<file path="src/rtl/i2c_frame_counter.sv">
// SCL-domain bit/word counter for the I2C subordinate datapath.
// Optional per-frame word limit enabled by defining I2C_WORD_LIMIT_EN.
module i2c_frame_counter #(
   parameter int WORD_BITS = 8,
   parameter int BIT_W     = 4,
   parameter int WORD_W    = 8,
   parameter int MAX_WORDS = 16
) (
   input  logic              scl,
   input  logic              rst,
   input  logic              start,
   input  logic              stop,
   output logic [BIT_W-1:0]  count,
   output logic              ack_slot,
   output logic              word_done,
   output logic [WORD_W-1:0] word_cnt,
   output logic              active,
   output logic              first_word,
   output logic              limit_hit
);

   localparam logic [1:0] S_IDLE  = 2'd0;
   localparam logic [1:0] S_FRAME = 2'd1;
`ifdef I2C_WORD_LIMIT_EN
   localparam logic [1:0] S_LIMIT = 2'd2;
   // word_cnt value just before the ACK edge that reaches the limit
   localparam logic [WORD_W-1:0] LIMIT_PREV = WORD_W'(MAX_WORDS - 1);
`endif
   localparam logic [BIT_W-1:0] ACK_POS = BIT_W'(WORD_BITS);

   logic [1:0] state;
`ifdef I2C_WORD_LIMIT_EN
   logic       limit_q;
`endif

   // Frame state, bit position and word count; start beats stop beats counting
   always_ff @(posedge scl or negedge rst) begin
      if (!rst) begin
         state     <= S_IDLE;
         count     <= '0;
         word_cnt  <= '0;
         word_done <= 1'b0;
`ifdef I2C_WORD_LIMIT_EN
         limit_q   <= 1'b0;
`endif
      end else begin
         word_done <= 1'b0;
         if (start) begin
            state    <= S_FRAME;
            count    <= '0;
            word_cnt <= '0;
`ifdef I2C_WORD_LIMIT_EN
            limit_q  <= 1'b0;
`endif
         end else if (stop && state != S_IDLE) begin
            state   <= S_IDLE;
            count   <= '0;
`ifdef I2C_WORD_LIMIT_EN
            limit_q <= 1'b0;
`endif
         end else if (state == S_FRAME) begin
            if (count == ACK_POS) begin
               count     <= '0;
               word_cnt  <= word_cnt + WORD_W'(1);
               word_done <= 1'b1;
`ifdef I2C_WORD_LIMIT_EN
               if (word_cnt == LIMIT_PREV) begin
                  state   <= S_LIMIT;
                  limit_q <= 1'b1;
               end
`endif
            end else begin
               count <= count + BIT_W'(1);
            end
         end
      end
   end

   // Status decode from registered state only
   always_comb begin
      active     = (state != S_IDLE);
      ack_slot   = (state == S_FRAME) && (count == ACK_POS);
      first_word = active && (word_cnt == '0);
`ifdef I2C_WORD_LIMIT_EN
      limit_hit  = limit_q;
`else
      limit_hit  = 1'b0;
`endif
   end

endmodule

</file>
<file path="config.mk">
export PLATFORM = sky130hd
export DESIGN_NAME = i2c_frame_counter
export DESIGN_NICKNAME = d
export VERILOG_FILES = /design/src/rtl/i2c_frame_counter.sv
export SDC_FILE = /design/constraint.sdc
export NUM_CORES = 1
export LEC_CHECK = 0
export ABC_AREA = 1
export CAP_MARGIN = 20
export CELL_PAD_IN_SITES_DETAIL_PLACEMENT = 0
export CELL_PAD_IN_SITES_GLOBAL_PLACEMENT = 1
export CORE_MARGIN = 3
export CORE_UTILIZATION = 30
export DETAILED_ROUTE_END_ITERATION = 10
export HOLD_SLACK_MARGIN = 0.05
export PLACE_DENSITY_LB_ADDON = 0.25
export SETUP_SLACK_MARGIN = 0.15
export SYNTH_ARGS = -nofsm -noshare
export SYNTH_HDL_FRONTEND = slang
export SYNTH_SLANG_ARGS = --single-unit
export TNS_END_PERCENT = 10
</file>
<file path="constraint.sdc">
create_clock -name scl -period 1.2 [get_ports scl]
set_input_delay 0.36 -clock scl [delete_from_list [all_inputs] [get_ports scl]]
set_output_delay 0.36 -clock scl [all_outputs]
set_load 0.02 [all_outputs]
</file>
# After elaboration in Yosys (flattened, before gate mapping)
# Index checks and enable logic that the tools add are counted.
[word_totals] input_bits=4 register_bits=15 word_cells=33
[op_classes] n_mux=14 n_reduce_logical=10 addsub=2 eq_ne=3
[op_table] op="two-way mux 8 bit" n=4
[op_table] op="two-way mux 4 bit" n=4
[op_table] op="adder 8 x 1 -> 8 bit (second input constant)" n=1
[op_table] op="zero test 8 bit" n=1
[op_table] op="nonzero test 2 bit" n=4
[op_table] op="adder 4 x 1 -> 4 bit (second input constant)" n=1
[op_table] op="== test 4 bit (second input constant)" n=1
[op_table] op="two-way mux 1 bit" n=4
[op_table] op="two-way mux 2 bit" n=2
[op_table] op="logical AND 1 bit" n=3
[op_table] op="AND reduction 3 bit" n=1
[op_table] op="nonzero test 3 bit" n=1
[op_table] op="== test 2 x 1 -> 1 bit (second input constant)" n=1
[op_table] op="inequality test 2 bit (second input constant)" n=1

# Depth between registers and ports, before layout
[depth] word_depth=5 ltp_mapped=8

# Least setup slack after synthesis
# No wires, ideal clock.
[synth_timing] path_kind="register to output" from="reg word_cnt[0]" to="out first_word" stages_incl_launch_ff=5 path_buffers=0 arrival_time_ps=1513 setup_slack_ps=-673 path_cell_list="dfrtp_1 > inv_1 > ha_1 > nand4_1 > nor4_1"
[synth_via] elab_chain_len=2
[synth_lines] item="start, declared" line="16" source="output logic [WORD_W-1:0] word_cnt,"
[synth_lines] item="start signal, assigned" line="64" source="word_cnt <= word_cnt + WORD_W'(1);"
[synth_lines] item="zero test 8 bit" line="83" source="first_word = active && (word_cnt == '0);"
[synth_lines] item="logical AND 1 bit" line="83"
[synth_lines] item="end, declared" line="18" source="output logic first_word,"
# No other way between the ends.

# Final worst setup path
# Ends and elaborated chain as after synthesis.

==> results.sh <==
export IMPL_grt_pass1_wl_mm=3.93
export IMPL_setup_viol=23
export IMPL_tns_ps=-4000
export IMPL_drtPass1Iterations=4
export IMPL_insertion_delay_ps=290
export IMPL_root_buffer="clkbuf_4"
export IMPL_cts_clk_slew_worst_paths_ps=100
export IMPL_final_nets=163
export IMPL_synth_cells=100
export IMPL_io_buffers=19
export IMPL_cts_tree="yes"
export IMPL_end_kind="output port"
export IMPL_cts_sinks=14
export IMPL_die_h_um=60.1
export IMPL_grt_pass1_vias=870
export IMPL_rows=18
export IMPL_place_gp_congestion=0.811
export IMPL_critical_path_arrival_ps=1360
export IMPL_drive_above_1_share_pct=59.1
export IMPL_yosys_warnings=0
export IMPL_dp_cells=177
export IMPL_hold_path_class="in2async"
export IMPL_slew_violations=0
export IMPL_syn_area_um2=878
export IMPL_grt_max_degree=15
export IMPL_h_tree_depth=1
export IMPL_n_antenna_cell=0
export IMPL_antenna_found_initial=0
export IMPL_start_util_pct=33.3
export IMPL_rsz0062_at_grt="true"
export IMPL_fin_crit_ps=1720
export IMPL_drv_cap=0
export IMPL_ys_seq_elements=14
export IMPL_hold_viol=0
export IMPL_syn_to_final_growth_pct=74.6
export IMPL_postRouteAntennaNets=0
export IMPL_mostFrequentLayoutCells="24 x buf_6, 21 x buf_4, 17 x nand2_1"
export IMPL_core_area_mm2=0.00264
export IMPL_fin_ws_ps=-519
export IMPL_cts_made_buffers=3
export IMPL_power_leakage_nw=0.739
export IMPL_startpoint_type="register"
export IMPL_hold_worst_slack_ps=386
export IMPL_via_per_inst=4.52
export IMPL_p_per_area_mw_per_mm2=876
export IMPL_violations="setup timing"
export IMPL_cts_buffer_depth=2
export IMPL_drc=0
export IMPL_crit_fanout=2
export IMPL_vdd_drop_max_uv=675
export IMPL_drt_wl_total_mm=2.30
export IMPL_avgSynthCellArea_um2=8.78
export IMPL_status="complete, but fails checks"
export IMPL_path_class="reg2out"
export IMPL_final_common_cell="buf_6"
export IMPL_power_total_mw=1.34
export IMPL_die_area_mm2=0.00361
export IMPL_wire_per_inst_um=12.5
export IMPL_io_pins=21
export IMPL_syn_nets=108
export IMPL_instances_no_fill=184
export IMPL_worstPathRequired_ps=840
export IMPL_overflow=0
export IMPL_final_setup_skew_ps=5.63
export IMPL_grt_total_usage_pct=14.7
export IMPL_initialDrtViolationCount=17
export IMPL_dp_slack_ps=-731
export IMPL_dpl_hpwl_mm=1.66
export IMPL_die_x_um=60.1
export IMPL_num_vias=831
export IMPL_synth_cell_type_count=26
export IMPL_fin_crit_sh_pct=143
export IMPL_fmax_mhz=582
export IMPL_ys_seq_area_share_pct=39.9
==> registers in the layout, indices dropped and copies added (netlist names) <==
register   cells
word_cnt       8
count          4
state          1
word_done      1
==> logic make-up after synthesis <==
family | share of synthesized area [%]
other cells | 0.427
simple gates | 31.3
flops | 39.9
compound gates | 13.0
fa+ha+maj | 5.70
buf+inv | 7.69
xor+xnor | 1.99
==> final timing paths <==
kind,startpoint,endpoint,slack [ps],depth (start not counted)
max,word_cnt[0],first_word,-520,5
min,rst,count[2],390,2
max reg2reg,count[1],word_cnt[4],-220,11
min reg2reg,count[1],count[1],600,2
max in group asynchronous,rst,word_cnt[1],680,2
min in group scl,stop,state[0],500,4
==> timing repair <==
action                                  in CTS  in global routing
hold buffers                                 0                  0
buffers inserted                             1                  2
gates resized for setup                    105                 15
pin swaps                                    4                  4
endpoints found under the setup margin      29                 29
==> cells in the mapped netlist <==
library cell  number  area [um^2]
o21ai_2            6         52.6
nor3b_2            1         12.5
nand2_1           17         63.8
nor2_4             3         33.8
nor4_1             1         6.26
buf_4              1         7.51
nor2_1             6         22.5
nand3_4            1         17.5
a21oi_2            1         8.76
nand3_1            8         40.0
xor2_1             1         8.76
nand2_4            1         11.3
inv_2              2         7.51
o22ai_2            1         12.5
o21ai_0            2         10.0
nor2_8             1         20.0
nand4_1            1         6.26
nor2_2             1         6.26
nand3_2            1         10.0
ha_1               4         50.1
xnor2_1            1         8.76
nand2_2            4         25.0
a21oi_1            6         30.0
dfrtp_1           14          350
inv_1             14         52.6
conb_1             1         3.75
==> critical path, cell delays in order (launching register included) <==
cell and delay (ps):
dfrtp_2 440, inv_4 70, ha_4 110, nand4_1 120
nor4_4 160, buf_4 180
==> power by group <==
group | total [mW] | switching, mW | internal (mW) | leakage [nW]
sequential | 0.514 | 0.0200 | 0.494 | 0.186
clock | 0.359 | 0.174 | 0.185 | 0.0210
combinational | 0.472 | 0.217 | 0.255 | 0.532
total | 1.34 | 0.411 | 0.934 | 0.739
==> layout make-up <==
cell class / instances / area (um^2)
repair buffers: 51 / 489
inverters: 16 / 62.6
fillers: 249 / 1100
multi-input cells: 69 / 554
well taps: 30 / 37.5
flip-flops and latches: 14 / 354
clock buffers: 4 / 36.3
==> per-stage QoR <==
| stage | cell area, um^2 | util (%) |
|---|---|---|
| CTS | 1460 | 55.3 |
| detailed placement | 1360 | 51.8 |
| global placement | 1360 | 51.8 |
| global route | 1530 | 58.2 |
| floorplan | 913 | - |
| finish | 1530 | 58.2 |
==> layer usage <==
layer  vias up  global-route usage [%]  share of wire [%]
met1       377                    20.1                 46
met3         8                    4.75                6.0
met4         0                    4.75                2.7
met5         -                       0                  0
li1        425                       -                  -
met2        21                    21.6                 45
Note: power is estimated with default switching activity, not from simulation.
